<file path="src/rtl/alu_issue_stage.sv">
// Issue stage in front of the combinational ALU: a small op FIFO drives the ALU
// from its head, and the flagged ALU result is held in a valid/ready output slot.
module alu_issue_stage #(
    parameter int W     = 20,
    parameter int DEPTH = 4,
    parameter int CNT_W = 16
) (
    input  logic             clk,
    input  logic             rst,
    input  logic             in_valid,
    output logic             in_ready,
    input  logic [2:0]       in_sel,
    input  logic [W-1:0]     in_a,
    input  logic [W-1:0]     in_b,
    output logic [W-1:0]     alu_a,
    output logic [W-1:0]     alu_b,
    output logic [2:0]       alu_sel,
    input  logic [W-1:0]     alu_c,
    output logic             out_valid,
    input  logic             out_ready,
    output logic [W-1:0]     out_c,
    output logic             out_zero,
    output logic             out_div0,
    output logic [CNT_W-1:0] op_count
);

    localparam int            AW     = $clog2(DEPTH);
    localparam logic [AW:0]   FULL   = (AW+1)'(DEPTH);
    localparam logic [2:0]    OP_NOP = 3'b000;
    localparam logic [2:0]    OP_DIV = 3'b100;

    logic [W-1:0]     a_mem_p0   [DEPTH];
    logic [W-1:0]     b_mem_p0   [DEPTH];
    logic [2:0]       sel_mem_p0 [DEPTH];
    logic [AW-1:0]    wr_ptr;
    logic [AW-1:0]    rd_ptr;
    logic [AW:0]      count;
    logic             empty;
    logic             push;
    logic             pop;
    logic             capture;
    logic             vld_p1;
    logic [W-1:0]     c_p1;
    logic             zero_p1;
    logic             div0_p1;
    logic [CNT_W-1:0] op_count_q;

    function automatic logic is_div0(input logic [2:0] sel, input logic [W-1:0] b);
        return (sel == OP_DIV) && (b == '0);
    endfunction

    // A zero divisor saturates the result to all ones; the ALU's value is discarded.
    function automatic logic [W-1:0] sat_result(input logic [2:0] sel, input logic [W-1:0] b,
                                                input logic [W-1:0] c);
        return is_div0(sel, b) ? '1 : c;
    endfunction

    assign empty    = (count == '0);
    assign in_ready = (count != FULL);
    assign push     = in_valid & in_ready;
    assign pop      = !empty & (!vld_p1 | out_ready);
    assign capture  = pop & (alu_sel != OP_NOP);

    assign alu_a   = empty ? '0 : a_mem_p0[rd_ptr];
    assign alu_b   = empty ? '0 : b_mem_p0[rd_ptr];
    assign alu_sel = empty ? OP_NOP : sel_mem_p0[rd_ptr];

    assign out_valid = vld_p1;
    assign out_c     = c_p1;
    assign out_zero  = zero_p1;
    assign out_div0  = div0_p1;
    assign op_count  = op_count_q;

    // p0: FIFO storage (ALU operands are taken from the head of this stage)
    always_ff @(posedge clk) begin
        if (push) begin
            a_mem_p0[wr_ptr]   <= in_a;
            b_mem_p0[wr_ptr]   <= in_b;
            sel_mem_p0[wr_ptr] <= in_sel;
        end
    end

    always_ff @(posedge clk) begin
        if (rst) begin
            wr_ptr <= '0;
            rd_ptr <= '0;
            count  <= '0;
        end else begin
            if (push) wr_ptr <= wr_ptr + AW'(1);
            if (pop)  rd_ptr <= rd_ptr + AW'(1);
            case ({push, pop})
                2'b10:   count <= count + (AW+1)'(1);
                2'b01:   count <= count - (AW+1)'(1);
                default: count <= count;
            endcase
        end
    end

    // p1: registered ALU result slot toward write-back
    always_ff @(posedge clk) begin
        if (rst) begin
            vld_p1     <= 1'b0;
            c_p1       <= '0;
            zero_p1    <= 1'b0;
            div0_p1    <= 1'b0;
            op_count_q <= '0;
        end else begin
            if (capture) begin
                vld_p1  <= 1'b1;
                c_p1    <= sat_result(alu_sel, alu_b, alu_c);
                zero_p1 <= !is_div0(alu_sel, alu_b) && (alu_c == '0);
                div0_p1 <= is_div0(alu_sel, alu_b);
            end else if (vld_p1 && out_ready) begin
                vld_p1 <= 1'b0;
            end
            if (vld_p1 && out_ready) op_count_q <= op_count_q + CNT_W'(1);
        end
    end

endmodule

</file>
<file path="config.mk">
export PLATFORM = sky130hd
export DESIGN_NAME = alu_issue_stage
export DESIGN_NICKNAME = d
export VERILOG_FILES = /design/src/rtl/alu_issue_stage.sv
export SDC_FILE = /design/constraint.sdc
export NUM_CORES = 1
export LEC_CHECK = 0
export ABC_CLOCK_PERIOD_IN_PS = 2600
export BUFFER_PORTS_ARGS = -buffer_cell sky130_fd_sc_hd__buf_2
export CAP_MARGIN = 20
export CORE_ASPECT_RATIO = 0.8
export CORE_UTILIZATION = 50
export DETAILED_ROUTE_END_ITERATION = 8
export PLACE_DENSITY = 0.75
export SLEW_MARGIN = 20
export SYNTH_ARGS = -nofsm -noshare
export SYNTH_HDL_FRONTEND = slang
export SYNTH_SLANG_ARGS = --single-unit
</file>
<file path="constraint.sdc">
create_clock -name clk -period 2.6 [get_ports clk]
set_input_delay 0.39 -clock clk [delete_from_list [all_inputs] [get_ports clk]]
set_output_delay 0.39 -clock clk [all_outputs]
set_load 0.1 [all_outputs]
</file>
==> impl_metrics.json <==
{
  "worstPathBufferInverterCount": 1,
  "cpMaxStageDelayCell": "or4_4",
  "rr_worst_depth": 6,
  "core_region_area_um2": 16700,
  "cts.sinks": 220,
  "ant_nets": 0,
  "criticalPathCategory": "reg2reg",
  "via_per_inst": 5.57,
  "overflow": 0,
  "syn-num-nets": 593,
  "hold_end": "a_mem_p0[3][14]",
  "synth-seq-area-share": 0.711,
  "synth.area.top_cells": "edfxtp_1 (60%), mux4_2 (11%), dfxtp_1 (11%)",
  "yosysTopAreaCellShare": 0.599,
  "track_usage": 0.201,
  "drtPass1Iterations": 5,
  "n_fill_cell": 1161,
  "grt_pass1_vias": 5151,
  "relSlewSlack": 0.500,
  "tightest_slew_ns": 0.750,
  "status": "complete, no violations",
  "start_util": 0.516,
  "cpPeakStageDelay_ns": 0.55,
  "cts_tree": "yes",
  "path_clk_slew_ns": 0.06,
  "syn_area_um2": 8620,
  "synth_area_per_cell_um2": 16.6,
  "vias": 5109,
  "multi_input_area_um2": 2570,
  "cts_buffers": 22,
  "yosys-top-cells-count": "edfxtp_1 (172), dfxtp_1 (48), mux4_2 (43), nor2b_1 (43), nor2_1 (39)",
  "hpwl_um": 11800,
  "worstPathMaxFanout": 7,
  "cp-end-kind": "flip-flop",
  "yosysTopAreaCell": "edfxtp_1",
  "min_period_over_period": 0.993,
  "setup_viol": 0,
  "crit_chain": "mux4_2, or4_4, or4_4, or2_4, clkbuf_16, a21oi_2",
  "gp_congestion": 0.837,
  "synth_most_common_cell": "edfxtp_1",
  "crit_arrival_ns": 3.01,
  "synth_edf_count": 172,
  "yosysWarnings": 0,
  "wl_per_cell_um": 19.5,
  "rsz0062_at_grt": "true",
  "grt_max_degree": 29,
  "fin_nets": 759,
  "post-route-drc-count": 0,
  "initialDrtViolationCount": 290,
  "hp-class": "in2reg",
  "place_area_um2": 9930,
  "critPathTopFamily": "simple AND/OR/NAND/NOR gates",
  "insertion_delay_ns": 0.49,
  "ys_ff_latch": 220,
  "r2r_setup_slack_ns": 0.02,
  "postCtsHoldBufs": 0,
  "cp.required_ns": 3.02,
  "routed_wl_um": 17900,
  "synthArstFlopShare": 0,
  "io_buffers": 149,
  "grt_first_pass_wirelength_um": 27000,
  "ios": 150,
  "post-route-cell-area_um2": 10800,
  "startpoint_type": "flip-flop",
  "layout-drive-gt1-share": 0.446,
  "ys_types": 35,
  "cts-root-buf": "clkbuf_16",
  "worstHoldPathCells": 1,
  "slew_viol_final": 0,
  "synth_ff_type": "edfxtp_1",
  "synthCells": 519,
  "timing.rr.end": "out_c[19]",
  "fmax_mhz": 387,
  "maxCapViolations": 0,
  "syn_to_final_growth_pct": 25.0,
  "critPathMostFrequentCell": "or4_4",
  "cts_buffer_depth": 3,
  "regArea_um2": 6130,
  "die_x_um": 149,
  "die_h_um": 119,
  "cts_htree_levels": 1,
  "grt_antenna_before_repair": 2,
  "dieArea_um2": 17800,
  "hold_viol": 0,
  "hp-start": "in_a[14]",
  "fin_skew_ns": 0.00743,
  "final.min_clock_period_ns": 2.58,
  "rows": 42
}
==> layout by cell type, fill, tap and decap left out, types with 2 or more instances in the layout <==
master | Yosys | routed
buf_12 | 0 | 6
clkbuf_1 | 16 | 4
clkbuf_16 | 0 | 24
edfxtp_1 | 172 | 172
clkinv_1 | 0 | 4
dfxtp_1 | 48 | 46
inv_1 | 9 | 9
nand3_1 | 9 | 8
ha_1 | 6 | 6
nor2b_4 | 0 | 19
nor4_2 | 0 | 2
or3_1 | 6 | 6
xor2_1 | 9 | 9
buf_4 | 1 | 23
xnor2_1 | 7 | 7
o21ai_1 | 20 | 20
a21oi_1 | 10 | 10
nor2b_2 | 0 | 19
or4_4 | 0 | 2
mux4_2 | 43 | 43
and3_2 | 0 | 4
nor2b_1 | 43 | 5
buf_6 | 3 | 8
nand2_1 | 11 | 11
nand4_1 | 3 | 3
nor3_1 | 3 | 2
buf_2 | 1 | 128
and4_1 | 4 | 4
nand2b_1 | 2 | 2
o21ai_0 | 5 | 5
nor2_1 | 39 | 39
a21oi_2 | 20 | 19
nor4_1 | 10 | 8
==> how the worst max path moves through the flow <==
stage	to	startpoint	slack, ns	cells after the start
6_report	out_c[19]	flip-flop	0.02	6
5_1_grt	out_c[12]	flip-flop	-0.05	6
2_1_floorplan	alu_a[0]	flip-flop	-0.21	6
3_5_place_dp	out_c[1]	flip-flop	-0.008	6
4_1_cts	alu_b[19]	flip-flop	0.001	4
3_3_place_gp	out_c[0]	flip-flop	-0.009	7
==> metrics by stage <==
stage                     setup slack (ns)  cells  setup TNS (ns)  hold slack [ns]  utilization
after floorplan                     -0.212    519          -0.230            0.469            -
after global placement            -0.00870    877         -0.0616            0.452        0.594
after detailed placement          -0.00786    877         -0.0140            0.452        0.594
after CTS                         0.000977    915               0           0.0936        0.638
after global routing               -0.0475    918          -0.816           0.0976        0.644
final                               0.0192    918               0            0.107        0.644
==> sequential cells by signal, indices dropped and copies added (netlist names), named ones only <==
name and flops:
out_zero 1, op_count 16, a_mem_p0 80, b_mem_p0 80, rd_ptr 2, out_c 20, sel_mem_p0 12, wr_ptr 2
out_div0 1, out_valid 1, count 3
==> cell type report <==
cell class,instances,share of cell area
Antenna cell,1,0.000232
Clock buffer,27,0.0548
Clock inverter,9,0.00686
Inverter,9,0.00314
Multi-Input combinational cell,264,0.239
Sequential cell,220,0.569
Tap cell,220,0.0256
Timing Repair Buffer,168,0.101
==> logic make-up (layout without fill, tap and decap cells) <==
logic type,after synthesis,in the layout,share of synthesized area
fa+ha+maj,7,7,0.0110
other cells,0,1,0
xor+xnor,16,16,0.0163
simple gates,140,140,0.0873
compound gates,58,58,0.0437
mux,43,43,0.112
flops,220,220,0.711
buf+inv,35,213,0.0184
==> routing by layer <==
metal / vias to the layer above / GRT usage / share of wire
li1: 2327 / - / -
met3: 25 / 0.0494 / 0.075
met1: 2562 / 0.263 / 0.42
met2: 193 / 0.336 / 0.48
met4: 2 / 0.0555 / 0.016
met5: - / 0 / 0.00061
==> timing repair <==
item | CTS | global route
gates resized for setup | 20 | 23
endpoints found under the setup margin | 35 | 52
cloned | 0 | 1
pin swaps | 1 | 1
setup buffers | 2 | 1
Power is not shown: default switching activity piles up to over one toggle a cycle in this logic, so the estimate is an artifact.
